<file path="src/rtl/urv_writeback_nbl_pkg.sv">
// Shared codes for the uRV non-blocking-load writeback: load width/sign codes, RD source
// selects and the load-queue entry layout.
package urv_writeback_nbl_pkg;

  localparam logic [2:0] LDST_B  = 3'b000;
  localparam logic [2:0] LDST_H  = 3'b001;
  localparam logic [2:0] LDST_L  = 3'b010;
  localparam logic [2:0] LDST_BU = 3'b100;
  localparam logic [2:0] LDST_HU = 3'b101;

  localparam logic [1:0] RD_SOURCE_ALU      = 2'd0;
  localparam logic [1:0] RD_SOURCE_SHIFTER  = 2'd1;
  localparam logic [1:0] RD_SOURCE_MULTIPLY = 2'd2;

  localparam int LQ_FUN_W  = 3;
  localparam int LQ_ADDR_W = 2;
  localparam int LQ_RD_W   = 5;

  typedef struct packed {
    logic [LQ_FUN_W-1:0]  fun;
    logic [LQ_ADDR_W-1:0] addr;
    logic [LQ_RD_W-1:0]   rd;
  } lq_entry_t;

endpackage

</file>
<file path="src/rtl/urv_load_align.sv">
// Combinational load data aligner: picks byte/half/word by fun and addr[1:0], then sign or
// zero extends. Zero latency, no flow control.
module urv_load_align
  import urv_writeback_nbl_pkg::*;
(
  input  logic [2:0]  fun,
  input  logic [1:0]  addr,
  input  logic [31:0] data,
  output logic [31:0] value
);

  logic [7:0]  byte_sel;
  logic [15:0] half_sel;

  always_comb begin
    case (addr)
      2'd0:    byte_sel = data[7:0];
      2'd1:    byte_sel = data[15:8];
      2'd2:    byte_sel = data[23:16];
      default: byte_sel = data[31:24];
    endcase
    half_sel = addr[1] ? data[31:16] : data[15:0];

    case (fun)
      LDST_B:  value = {{24{byte_sel[7]}}, byte_sel};
      LDST_BU: value = {24'h0, byte_sel};
      LDST_H:  value = {{16{half_sel[15]}}, half_sel};
      LDST_HU: value = {16'h0, half_sel};
      LDST_L:  value = data;
      default: value = 32'h0;
    endcase
  end

endmodule

</file>
<file path="src/rtl/urv_writeback_nbl.sv">
// uRV writeback with an in-order load queue; load responses write the RF with zero latency
// and win the port, non-load writes are held by w_stall_req_o. Option: URV_WB_MISALIGN_TRAP_EN.
module urv_writeback_nbl
  import urv_writeback_nbl_pkg::*;
#(
  parameter int LQ_DEPTH = 4,
  localparam int LQ_AW = $clog2(LQ_DEPTH)
) (
  input  logic        clk_i,
  input  logic        rst_i,
  input  logic        w_stall_i,
  output logic        w_stall_req_o,
  input  logic        x_valid_i,
  input  logic        x_load_i,
  input  logic        x_store_i,
  input  logic [2:0]  x_fun_i,
  input  logic [1:0]  x_dm_addr_i,
  input  logic [4:0]  x_rd_i,
  input  logic        x_rd_write_i,
  input  logic [31:0] x_rd_value_i,
  input  logic [31:0] x_shifter_rd_value_i,
  input  logic [31:0] x_multiply_rd_value_i,
  input  logic [1:0]  x_rd_source_i,
  input  logic [31:0] dm_data_l_i,
  input  logic        dm_load_done_i,
  input  logic        dm_store_done_i,
  output logic [4:0]  rf_rd_o,
  output logic [31:0] rf_rd_value_o,
  output logic        rf_rd_write_o,
  output logic [31:0] x_bypass_o,
  output logic [31:0] lq_busy_mask_o,
  output logic        lq_full_o,
  output logic        lq_empty_o,
`ifdef URV_WB_MISALIGN_TRAP_EN
  output logic        x_misaligned_o,
`endif
  output logic        lq_underflow_o
);

  lq_entry_t           lq_mem [LQ_DEPTH];
  logic [LQ_DEPTH-1:0] lq_vld;
  logic [LQ_AW-1:0]    rd_ptr, wr_ptr;
  logic [LQ_AW:0]      lq_count;
  logic                enq, pop, nonload_wr, x_misaligned;
  lq_entry_t           head;
  logic [31:0]         load_value;

  assign lq_full_o  = (lq_count == (LQ_AW+1)'(LQ_DEPTH));
  assign lq_empty_o = (lq_count == '0);
  assign head       = lq_mem[rd_ptr];

`ifdef URV_WB_MISALIGN_TRAP_EN
  always_comb begin
    case (x_fun_i)
      LDST_H, LDST_HU: x_misaligned = x_dm_addr_i[0];
      LDST_L:          x_misaligned = (x_dm_addr_i != 2'b00);
      default:         x_misaligned = 1'b0;
    endcase
  end
  assign x_misaligned_o = x_valid_i & x_load_i & ~w_stall_i & x_misaligned;
`else
  assign x_misaligned = 1'b0;
`endif

  assign enq = x_valid_i & x_load_i & ~w_stall_i & ~lq_full_o & ~x_misaligned;
  assign pop = dm_load_done_i & ~lq_empty_o;
  assign nonload_wr = x_valid_i & x_rd_write_i & ~x_load_i & ~w_stall_i & ~pop;

  assign w_stall_req_o = x_valid_i & ((x_load_i & lq_full_o)
                                      | (x_store_i & ~dm_store_done_i)
                                      | (x_rd_write_i & ~x_load_i & pop));

  urv_load_align u_align (
    .fun   (head.fun),
    .addr  (head.addr),
    .data  (dm_data_l_i),
    .value (load_value)
  );

  always_comb begin
    rf_rd_o       = x_rd_i;
    rf_rd_value_o = x_rd_value_i;
    rf_rd_write_o = nonload_wr;
    if (pop) begin
      rf_rd_o       = head.rd;
      rf_rd_value_o = load_value;
      rf_rd_write_o = (head.rd != 5'd0);
    end else begin
      case (x_rd_source_i)
        RD_SOURCE_SHIFTER:  rf_rd_value_o = x_shifter_rd_value_i;
        RD_SOURCE_MULTIPLY: rf_rd_value_o = x_multiply_rd_value_i;
        default:            rf_rd_value_o = x_rd_value_i;
      endcase
    end
  end

  // x0 entries stay in the queue for ordering but never mark a register busy.
  always_comb begin
    lq_busy_mask_o = 32'h0;
    for (int i = 0; i < LQ_DEPTH; i++)
      if (lq_vld[i] && lq_mem[i].rd != 5'd0)
        lq_busy_mask_o[lq_mem[i].rd] = 1'b1;
  end

  always_ff @(posedge clk_i)
    if (enq)
      lq_mem[wr_ptr] <= '{fun: x_fun_i, addr: x_dm_addr_i, rd: x_rd_i};

  always_ff @(posedge clk_i) begin
    if (rst_i) begin
      rd_ptr         <= '0;
      wr_ptr         <= '0;
      lq_count       <= '0;
      lq_vld         <= '0;
      x_bypass_o     <= 32'h0;
      lq_underflow_o <= 1'b0;
    end else begin
      if (enq) begin
        lq_vld[wr_ptr] <= 1'b1;
        wr_ptr         <= wr_ptr + LQ_AW'(1);
      end
      if (pop) begin
        lq_vld[rd_ptr] <= 1'b0;
        rd_ptr         <= rd_ptr + LQ_AW'(1);
      end
      if (enq && !pop)
        lq_count <= lq_count + (LQ_AW+1)'(1);
      else if (pop && !enq)
        lq_count <= lq_count - (LQ_AW+1)'(1);
      if (rf_rd_write_o)
        x_bypass_o <= rf_rd_value_o;
      if (dm_load_done_i && lq_empty_o)
        lq_underflow_o <= 1'b1;
    end
  end

endmodule

</file>
<file path="config.mk">
export PLATFORM = sky130hd
export DESIGN_NAME = urv_writeback_nbl
export DESIGN_NICKNAME = d
export VERILOG_FILES = /design/src/rtl/urv_writeback_nbl_pkg.sv /design/src/rtl/urv_load_align.sv /design/src/rtl/urv_writeback_nbl.sv
export SDC_FILE = /design/constraint.sdc
export NUM_CORES = 1
export LEC_CHECK = 0
export CORE_AREA = 2 2 197 141
export DETAILED_ROUTE_END_ITERATION = 16
export DIE_AREA = 0 0 199 143
export PLACE_DENSITY = 0.56
export SLEW_MARGIN = 40
export SYNTH_ARGS = -nofsm -noshare
export SYNTH_HDL_FRONTEND = slang
export SYNTH_SLANG_ARGS = --single-unit
</file>
<file path="constraint.sdc">
create_clock -name clk_i -period 3.03 [get_ports clk_i]
set_input_delay 0.606 -clock clk_i [delete_from_list [all_inputs] [get_ports clk_i]]
set_output_delay 0.606 -clock clk_i [all_outputs]
set_load 0.05 [all_outputs]
</file>
# Word-level counts from Yosys, hierarchy flattened
# Memory sizes are Yosys's and may differ from the RTL's. A register that Yosys moved wholly into a read port is not among the register bits.
# Cells that the tools add are included.
[word_totals]
mem_bits_rw = 40
inputBits = 149
ff_bits = 44
n_memories = 1
[memory_table]
columns = ["name", "depth", "word_bits", "rd", "rd_clocked_by_memory_dff", "write_ports", "line_no", "source"]
rows = [
  ["lq_mem", 4, 10, 5, 1, 1, "urv_writeback_nbl.sv:40", "lq_entry_t lq_mem [LQ_DEPTH];"],
]
[classes]
n_reduce_logical = 24
order_cmp = 12
eq_ne = 9
n_addsub = 4
n_mux = 32
n_bitwise = 27
[ops]
columns = ["operator", "count"]
rows = [
  ["$mux W32", 5],
  ["$pmux W32 S5", 1],
  ["$or A32 B32 Y32", 3],
  ["$pmux W32 S2", 1],
  ["$reduce_bool A5 Y1", 5],
  ["$lt A5 B6 Y1 const B", 4],
  ["$pmux W8 S3", 1],
  ["$demux W1 S5", 4],
  ["$ge A5 B1 Y1 const B", 4],
  ["$mux W16", 1],
  ["$and A1 B1 Y1", 13],
  ["$logic_and A1 B1 Y1", 13],
  ["$mux W4", 3],
  ["$eq A3 B3 Y1 const B", 3],
  ["$mux W1", 9],
  ["$logic_not A3 Y1", 2],
  ["$lt A2 B3 Y1 const B", 2],
  ["$mux W3", 2],
  ["$not A1 Y1", 6],
  ["$mux W5", 1],
  ["$add A2 B1 Y2 const B", 2],
  ["$and A4 B4 Y4", 1],
  ["$demux W1 S2", 2],
  ["$eq A2 B1 Y1 const B", 2],
  ["13 further kinds", 18],
]

# Longest topological paths before layout
# An unclocked memory read counts as a cell.
[logic_depth]
word_depth = 12
depth_mapped = 10
mapped_depth_nobuf = 9

# Cells and area by module
# A second synthesis with hierarchy kept.
[hier_totals]
hier_cells = 752
area_unflattened_um2 = 6990.5
[by_module_without_submodules]
columns = ["mod", "cells_each", "area_each_um2", "seq_area_each_um2", "instances"]
rows = [
  ["urv_writeback_nbl", 618, 5919.4, 2122.0, 1],
  ["urv_load_align", 134, 1071.0, 0.0, 1],
]

# Worst setup path before layout
# OpenSTA, ideal clock, no wires.
[synth_timing]
path_type = "register -> output"
start = "reg (tool-made name)"
end = "out rf_rd_value_o[30]"
path_buffers = 3
arrival_ns = 2.831
path_slack_ns = -0.407
stages_incl_launch_ff = 9
cell_sequence = "dfxtp_1 -> buf_6 -> mux4_2 -> buf_2 -> nor2_1 -> mux2i_2 -> buf_2 -> a22oi_1 -> o21bai_1"
[synth_rtl]
columns = ["element", "line_no", "source"]
rows = [
  ["to (decl)", "urv_writeback_nbl.sv:28", "output logic [31:0] rf_rd_value_o,"],
]

==> impl_metrics.ini <==
[timing]
fmax_mhz = 303.9
fin_crit_sh = 1.086
layout_min_cycle_time_ns = 3.290
finalClockSkew_ns = 0.009925
rsz0062_at_grt = yes
hold_viol_final = 0
setup_viol = 32
slew_headroom = 0.5068
fin_ws_ns = -0.2600
tightest_slew_ns = 0.7383
drv_slew = 0

[floorplanning]
die_area_um2 = 28460
core-area_um2 = 26460
fp.dieW_um = 199
die_h_um = 143
num_rows = 50
initial_core_util = 0.2471
num_io_pins = 255

[critical_path]
cp_slowest_cell = mux4_2
worstPathCellList = mux4_2 -> buf_6 -> o31a_1 -> a222oi_1 -> buf_4 -> o21ai_4 -> buf_12
slowest_delay_ns = 0.61
startpoint_type = flip-flop
required_ns = 2.42
end_kind = output pin
path_class = reg2out
worstPathArrival_ns = 2.68
path_buf_inv = 3
path_delay_family = compound AO/OA/AOI/OAI gates
worst-path-max-fanout = 6

[routing]
detail_route.vias_per_cell = 5.277
dr_total_vias = 7383
drt_iter0_drc = 755
drt_drc_violations_left = 0
wl_per_cell_um = 21.67
drt_first_pass_iters = 7
ant_nets = 0
routed_wl_um = 30320

[logic_synthesis]
netlist_area_um2 = 6540
ys_warn_count = 0
syn_inst = 719
synthArstFlopShare = 0
synth_edf_count = 40
synth_cell_type_count = 61
ys_ff_latch = 86
ys_seq_area_frac = 0.3245
ys.flop_type = dfxtp_1
syn_nets = 880
avgSynthCellArea_um2 = 9.096

[power]
power_frac_seq = 0.171
power.switching_w = 0.004114
p_int_w = 0.004746
p_leak_nw = 4.283
p_per_area_nw_per_um2 = 769.7
switching_share = 0.4643
p_clk_frac = 0.122
power_w = 0.008860
combPwrFrac = 0.707
max-vdd-ir-drop_mv = 0.6036

[clock_tree]
clk-insertion-delay-late_ns = 0.34
clockRootBuffer = clkbuf_16
hold_buffers = 0
htreeDepth = 3
cts_buffer_depth = 2
clock-sinks = 86
cts_tree = yes
cts_inserted_buffers = 9
clk_pin_slew_worst_paths_ns = 0.07

[grt]
grt_pass1_wl_um = 43350
grt_use_total = 0.2032
grt_pass1_vias = 6853
grt_max_degree = 44
antenna_found_initial = 1
gr-total-overflow = 0

[placement]
place_ws_ns = -0.1064
place_inst = 1372
gp_congestion = 0.9009
dp_hpwl_um = 23340
numPortBuffers = 253

[finish]
final_common_cell = clkdlybuf4s50_1
nets = 1190
final_cell_mix = clkdlybuf4s50_1, buf_4, mux2i_1
area.growth.synth_to_final_pct = 76.03
multi_input_area_um2 = 4700
regArea_um2 = 2126
drive_gt1_frac = 0.2959
fillers = 2482
fin_cells = 1399

[job]
maxCapViolCount = 0

[min_path]
min_path_type = reg2reg

[status]
violations = setup timing
outcome = complete, but fails checks
[power by group through the flow]
stage,Combinational (W),Clock [W],Sequential [W]
final,0.00627,0.00108,0.00151
after global routing,0.00655,0.00115,0.00154
after CTS,0.00614,0.00111,0.00152
after detailed placement,0.00561,0,0.00153
after global placement,0.00560,0,0.00153
after floorplan,0.00278,0,0.00192
[registers in the layout (all words and copies together), names as in the netlist, named ones only]
register        cells
lq_underflow_o      1
lq_vld              4
wr_ptr              2
lq_mem             40
x_bypass_o         32
rd_ptr              2
lq_count            3
[cells in the mapped netlist (3+ instances only)]
library cell	instances	area (um^2)
buf_1	8	30.03
ha_1	11	137.6
nor3_1	19	95.09
dfxtp_1	46	920.9
o21bai_1	16	120.1
and3b_1	5	43.79
a21boi_1	7	52.55
mux4_2	10	225.2
nand3_1	22	110.1
inv_1	19	71.32
a31oi_1	4	25.02
o21ai_1	33	165.2
a211oi_1	7	52.55
or3b_2	5	43.79
a221oi_1	16	140.1
a32oi_1	3	26.28
and3_1	5	31.28
or3_1	3	18.77
nor2b_1	39	244.0
nand2b_1	19	118.9
a221o_1	30	300.3
nor2_1	44	165.2
o221ai_1	15	131.4
clkbuf_1	39	146.4
and2_1	4	25.02
a21oi_1	15	75.07
o21a_1	5	37.54
buf_2	15	75.07
o21ai_0	3	15.01
nor3b_1	6	45.04
a22oi_1	21	157.7
buf_6	4	45.04
a222oi_1	8	80.08
or2_2	4	25.02
o22ai_1	29	181.4
nor4b_1	14	122.6
nand3b_1	12	90.09
nand2_1	30	112.6
mux2i_1	59	590.6
edfxtp_1	40	1201
[worst paths after layout]
| path | slack [ns] | startpoint | end | depth (start not counted) |
|---|---|---|---|---|
| max | -0.26 | flip-flop | rf_rd_value_o[0] | 7 |
| min | 0.50 | lq_underflow_o$_SDFFE_PP0P_ | lq_underflow_o$_SDFFE_PP0P_ | 2 |
| max reg2reg | 0.38 | flip-flop | x_bypass_o[22]$_SDFFE_PP0P_ | 9 |
| min reg2reg | 0.50 | lq_underflow_o$_SDFFE_PP0P_ | lq_underflow_o$_SDFFE_PP0P_ | 2 |
[per-layer routing]
layer	vias to the layer above	GRT usage	wire length (um)
met5	-	0	0
met4	0	0.03142	310
met3	22	0.05172	2371
met2	303	0.2880	13310
met1	3640	0.3101	14320
li1	3418	-	-
[cell families after synthesis]
logic type | Yosys count | synth area share
muxes | 71 | 0.1286
buffers and inverters | 87 | 0.05797
and+or+nand+nor | 240 | 0.2106
other | 1 | 0.0005734
xor gates and xnor gates | 3 | 0.004018
AOI/OAI and AO/OA | 219 | 0.2497
adders and majority gates | 12 | 0.02411
DFF | 86 | 0.3245
[worst reg2reg max path, cell delays in order, from the launching register on]
cell and delay, ns:
dfxtp_4 0.39, buf_8 0.16, mux4_2 0.56, buf_6 0.19, o21ai_4 0.17, nand2_2 0.11
buf_6 0.20, or3b_1 0.42, buf_12 0.19, o22ai_1 0.18
[final cells by class]
class,instances,share of cell area
Multi-Input combinational cell,546,0.4082
Timing Repair Buffer,366,0.3364
Sequential cell,86,0.1847
Tap cell,364,0.03956
Clock buffer,9,0.01956
Inverter,20,0.006521
Clock inverter,7,0.004891
Antenna cell,1,0.0002174
[metrics by stage]
step           utilization  cell area [um^2]  hold WS [ns]  TNS (ns)
6_report            0.4350             11510        0.4971    -4.916
5_1_grt             0.4350             11510        0.5141    -7.961
4_1_cts             0.4283             11330        0.4863    -6.321
3_5_place_dp        0.3969             10500        0.4662    -1.625
3_3_place_gp        0.3969             10500        0.4623    -1.692
2_1_floorplan            -              6711        0.4634   -0.7113
[timing repair]
item / CTS / global route
pin swaps: 29 / 24
gates resized for setup: 87 / 29
cloned: 2 / 0
endpoints found under the setup margin: 33 / 34
buffers inserted: 15 / 15
Power figures use the tool's default switching activity.
